## src/rtl/partial_stim_driver.sv

```systemverilog
// partial_stim_driver: streams test vectors from a small FIFO onto the inputs of an
// extracted partial circuit. Each vector is held for rep+1 cycles, and vectors follow
// one another without gaps while run is high. All outputs come from registers.
//
// state   | meaning
// --------+-----------------------------------------------------------
// S_IDLE  | nothing applied; outputs hold the last vector, drive_valid low
// S_APPLY | a vector is being applied; rep_cnt counts its remaining cycles
module partial_stim_driver #(
  parameter int DEPTH = 4,
  parameter int CNT_W = 8
) (
  input  logic                     CLK,
  input  logic                     ASYNCRESETN,
  input  logic                     vec_valid,
  output logic                     vec_ready,
  input  logic [11:0]              vec_data,
  input  logic                     run,
  output logic [1:0]               I0,
  output logic [1:0]               reg0_in,
  output logic [1:0]               reg1_in,
  output logic [3:0]               lifted,
  output logic                     drive_valid,
  output logic                     done,
  output logic [CNT_W-1:0]         vec_count,
  output logic [$clog2(DEPTH):0]   level
);

  localparam int AW = $clog2(DEPTH);
  localparam logic [AW:0] FULL_LVL = (AW+1)'(DEPTH);

  typedef enum logic {
    S_IDLE  = 1'b0,
    S_APPLY = 1'b1
  } state_t;

  // FIFO storage and bookkeeping
  logic [11:0]      mem [DEPTH];
  logic [AW-1:0]    wr_ptr;
  logic [AW-1:0]    rd_ptr;
  logic [AW:0]      count;
  logic [AW:0]      count_nxt;
  logic             ready_r;
  logic             push;
  logic             pop;
  logic             empty;
  logic [11:0]      head;

  // Sequencer (first stage, internal)
  state_t           state;
  logic [1:0]       rep_cnt;
  logic [9:0]       cur_vec;
  logic             done_s1;
  logic [CNT_W-1:0] load_cnt;
  logic             load;

  // ready is a register, so it never reacts to a same-cycle pop
  assign push      = vec_valid && ready_r;
  assign empty     = (count == '0);
  assign head      = mem[rd_ptr];
  assign vec_ready = ready_r;
  assign level     = count;

  // a new entry is taken from IDLE, or on the last cycle of the current entry
  assign load = run && !empty && ((state == S_IDLE) || (rep_cnt == 2'd0));
  assign pop  = load;

  // next occupancy, used to register the ready flag alongside the count
  always_comb begin
    count_nxt = count;
    if (push && !pop) begin
      count_nxt = count + 1'b1;
    end else if (!push && pop) begin
      count_nxt = count - 1'b1;
    end
  end

  // FIFO data array; contents need no reset since occupancy gates every read
  always_ff @(posedge CLK) begin
    if (push) begin
      mem[wr_ptr] <= vec_data;
    end
  end

  // FIFO pointers, occupancy and ready flag
  always_ff @(posedge CLK or negedge ASYNCRESETN) begin
    if (!ASYNCRESETN) begin
      wr_ptr  <= '0;
      rd_ptr  <= '0;
      count   <= '0;
      ready_r <= 1'b1;
    end else begin
      if (push) begin
        wr_ptr <= wr_ptr + 1'b1;
      end
      if (pop) begin
        rd_ptr <= rd_ptr + 1'b1;
      end
      count   <= count_nxt;
      ready_r <= (count_nxt != FULL_LVL);
    end
  end

  // sequencer: loads entries, counts repeat cycles, flags the return to idle
  always_ff @(posedge CLK or negedge ASYNCRESETN) begin
    if (!ASYNCRESETN) begin
      state    <= S_IDLE;
      rep_cnt  <= 2'd0;
      cur_vec  <= '0;
      done_s1  <= 1'b0;
      load_cnt <= '0;
    end else begin
      done_s1 <= 1'b0;
      if (load) begin
        state    <= S_APPLY;
        cur_vec  <= head[9:0];
        rep_cnt  <= head[11:10];
        load_cnt <= load_cnt + 1'b1;
      end else if (state == S_APPLY) begin
        if (rep_cnt != 2'd0) begin
          rep_cnt <= rep_cnt - 2'd1;
        end else begin
          state   <= S_IDLE;
          done_s1 <= 1'b1;
        end
      end
    end
  end

  // output register stage: gives the two-edge push-to-apply latency
  always_ff @(posedge CLK or negedge ASYNCRESETN) begin
    if (!ASYNCRESETN) begin
      I0          <= 2'd0;
      reg0_in     <= 2'd0;
      reg1_in     <= 2'd0;
      lifted      <= 4'd0;
      drive_valid <= 1'b0;
      done        <= 1'b0;
      vec_count   <= '0;
    end else begin
      I0          <= cur_vec[1:0];
      reg0_in     <= cur_vec[3:2];
      reg1_in     <= cur_vec[5:4];
      lifted      <= cur_vec[9:6];
      drive_valid <= (state == S_APPLY);
      done        <= done_s1;
      vec_count   <= load_cnt;
    end
  end

endmodule

```

## config.mk

```make
export PLATFORM = sky130hd
export DESIGN_NAME = partial_stim_driver
export DESIGN_NICKNAME = d
export VERILOG_FILES = /design/src/rtl/partial_stim_driver.sv
export SDC_FILE = /design/constraint.sdc
export NUM_CORES = 1
export LEC_CHECK = 0
export BUFFER_PORTS_ARGS = -buffer_cell sky130_fd_sc_hd__clkbuf_2
export CORE_MARGIN = 5
export CORE_UTILIZATION = 35
export DETAILED_ROUTE_END_ITERATION = 10
export PLACE_DENSITY_LB_ADDON = 0.25
export SLEW_MARGIN = 10
export SYNTH_ARGS = -nofsm -noshare
export SYNTH_HDL_FRONTEND = slang
export SYNTH_SLANG_ARGS = --single-unit
```

## constraint.sdc

```tcl
create_clock -name CLK -period 3.9 [get_ports CLK]
set_input_delay 0.195 -clock CLK [delete_from_list [all_inputs] [get_ports CLK]]
set_output_delay 0.195 -clock CLK [all_outputs]
set_load 0.01 [all_outputs]
```

==> results.json <==
{
  "avgViaCountPerCell": 4.52,
  "fin_crit_sh_pct": 52.5,
  "netlist_area_um2": 3690,
  "die-width_um": 113,
  "hold_path_startpoint": "vec_data[4]",
  "r2r_setup_slack_ns": 1.85,
  "min_to": "mem[1][4]",
  "m1WireLength_mm": 2.84,
  "rsz0062_at_grt": "false",
  "row_count": 37,
  "setup_violations": 0,
  "synth_flop_cell": "dfrtp_1",
  "crit_fanout": 22,
  "route.met3.wl_um": 246,
  "n_antenna_cell": 0,
  "clkLatencyLatePin_ns": 0.35,
  "pwr-share-comb_pct": 27.2,
  "intPower_mw": 2.12,
  "port_buffers": 39,
  "cts_made_buffers": 9,
  "boundaryPins": 40,
  "r2r_start": "level[0]",
  "nNetsFinal": 291,
  "ys_ff_latch": 98,
  "swShare_pct": 32.2,
  "synthTopCellsByArea": "edfxtp_1 (39%), dfrtp_1 (33%), mux4_2 (7.3%)",
  "drtAntennaViolNets": 0,
  "yosysTopAreaCell": "edfxtp_1",
  "worstPathCellList": "inv_1 > ha_1 > and2b_4 > nor3_4 > a41oi_1 > and2_1",
  "synth_edf_count": 48,
  "wl_met2_mm": 2.72,
  "peakVddDrop_mv": 0.215,
  "route.detailed.drc": 0,
  "yosysTopAreaCellShare_pct": 39.1,
  "grt_pass1_wl_mm": 10.0,
  "syn_avg_cell_area_um2": 16.6,
  "fin_area_um2": 4230,
  "vias": 1840,
  "cts_tree": "yes",
  "power_density_nw_per_um2": 738,
  "placed_cell_area_um2": 4010,
  "drtIter0Drc": 56,
  "outcome": "finished clean",
  "maxUsedRoutingLayer": "met4",
  "globalplace.congestion": 0.708,
  "period_needed_ns": 2.05,
  "core_area_um2": 10300,
  "drive_gt1_share_pct": 27.3,
  "postSynth.asyncResetShare_pct": 51.0,
  "path_class": "reg -> reg",
  "die_h_um": 113,
  "grt_pass1_vias": 1959,
  "power.switching_mw": 1.01,
  "clk_pin_slew_ns": 0.10,
  "clkSinkCount": 98,
  "synth_cell_type_count": 39,
  "cp.required_ns": 4.15,
  "reg2reg_depth": 6,
  "hold_depth": 1,
  "ctsHtreeMaxLevel": 3,
  "fmax_ghz": 0.488,
  "hold_path.class": "in -> reg",
  "leakagePower_nw": 1.77,
  "wl_per_cell_um": 14.5,
  "grt_max_degree": 51,
  "syn_to_final_growth_pct": 14.6,
  "cp-end-kind": "register",
  "synth_fp_nets": 248,
  "post_cts_resized": 0,
  "crit_path_start_kind": "register",
  "first_pass_iters": 4,
  "start_util_pct": 35.8,
  "max_stage_delay_ns": 0.60,
  "cap_violations": 0,
  "skew_ns": 0.0101,
  "antenna_found_initial": 0,
  "p_seq_share_pct": 51.3,
  "clock_path_buffers": 2,
  "grt-ovfl-total": 0,
  "wirelength_mm": 5.90,
  "hold_viol": 0,
  "yosysMostFrequentCell": "dfrtp_1",
  "synth_warnings": 0,
  "slowest_stage": "nor3_4",
  "relSlewSlack_pct": 46.3,
  "dieArea_um2": 12700,
  "netlist_top_cells_count": "dfrtp_1 (49), edfxtp_1 (48), nand2_1 (40)",
  "dp_hpwl_mm": 4.06,
  "syn_inst": 223,
  "grt_util_all_layers_pct": 10.1,
  "ys_seq_area_share_pct": 73.0,
  "pwr-share-clk_pct": 21.5,
  "cts-root-buf": "clkbuf_8",
  "slew_violations": 0,
  "fin_setup_tns_ns": 0,
  "crit_arrival_ns": 2.30,
  "worst_slew_pin_slew_ns": 0.806,
  "r2r_end": "level[2]"
}
-- metrics by stage --
step | cells | hold WS (ns) | utilization, % | power, mW | worst slack (ns)
finish | 407 | 0.0508 | 41.0 | 3.12 | 1.85
global route | 407 | 0.0328 | 41.0 | 3.35 | 1.69
CTS | 407 | 0.0312 | 41.0 | 3.17 | 1.80
detailed placement | 390 | 0.340 | 38.9 | 2.50 | 1.82
global placement | 390 | 0.332 | 38.9 | 2.49 | 1.88
floorplan | 223 | -0.101 | - | 2.23 | 2.18
-- flip-flops by register name, summed over array words and instances, names as in the netlist --
name and count:
state 1, mem 48, level 3, rep_cnt 2, cur_vec 10, rd_ptr 2, load_cnt 8, vec_ready 1
done_s1 1, lifted 4, I0 2, vec_count 8, reg0_in 2, drive_valid 1, done 1, wr_ptr 2
reg1_in 2
-- cell type report --
type / count / area [um2]
inverters: 7 / 26.3
fillers: 944 / 6090
multi-input cells: 109 / 920
flip-flops and latches: 98 / 2690
clock inverters: 7 / 85.1
well taps: 136 / 170
repair buffers: 41 / 213
clock buffers: 9 / 124
-- logic make-up after synthesis --
family	count (synthesis)	share of synthesized area (%)
muxes	12	7.32
buffers and inverters	16	2.10
AOI/OAI and AO/OA	15	3.29
DFF	98	73.0
and+or+nand+nor	61	8.41
adders and majority gates	9	3.05
xor gates and xnor gates	12	2.85
-- worst max path at each step --
stage,startpoint,to,cells past startpoint
6_report,level[0],level[2],6
5_1_grt,level[1],load_cnt[7],6
4_1_cts,level[0],level[2],6
3_5_place_dp,level[0],level[2],6
3_3_place_gp,level[1],level[2],6
2_1_floorplan,level[0],level[2],6
-- critical path: cells and delay by family (launching register included) --
| kind | cells | cell delay [ns] |
|---|---|---|
| compound gates | 1 | 0.24 |
| fa+ha+maj | 1 | 0.21 |
| buf+inv | 1 | 0.09 |
| flops | 1 | 0.42 |
| simple gates | 3 | 0.99 |
-- timing repair --
item,4_1_cts,5_1_grt
endpoints found under the setup margin,0,0
buffers inserted,0,0
hold endpoints to repair,49,0
hold buffers,1,0
-- power groups by stage --
stage	combinational [mW]	sequential, mW	clock [mW]
after floorplan	0.644	1.58	0
after global placement	0.860	1.63	0
after detailed placement	0.863	1.64	0
after CTS	0.870	1.61	0.692
after global routing	0.958	1.65	0.746
final	0.849	1.60	0.670
-- metal layers --
| metal | track usage [%] | vias to the layer above |
|---|---|---|
| met1 | 14.2 | 900 |
| met5 | 0 | - |
| li1 | - | 898 |
| met2 | 14.8 | 36 |
| met3 | 2.25 | 6 |
| met4 | 4.81 | 0 |
-- layout by cell type (no fill, tap or decap), types with 2 or more instances in the layout --
cell / netlist / layout
clkinvlp_4: 0 / 2
ha_1: 9 / 9
xnor2_1: 11 / 11
clkbuf_8: 0 / 9
edfxtp_1: 48 / 48
a41oi_1: 2 / 2
nand4_1: 3 / 3
clkbuf_2: 0 / 39
dfrtp_1: 49 / 49
a21oi_1: 3 / 3
nand2_1: 40 / 40
and3_1: 7 / 7
nand2b_1: 2 / 2
mux4_2: 12 / 12
inv_8: 0 / 2
inv_1: 6 / 6
No activity file was read; power rests on OpenSTA's default activity.
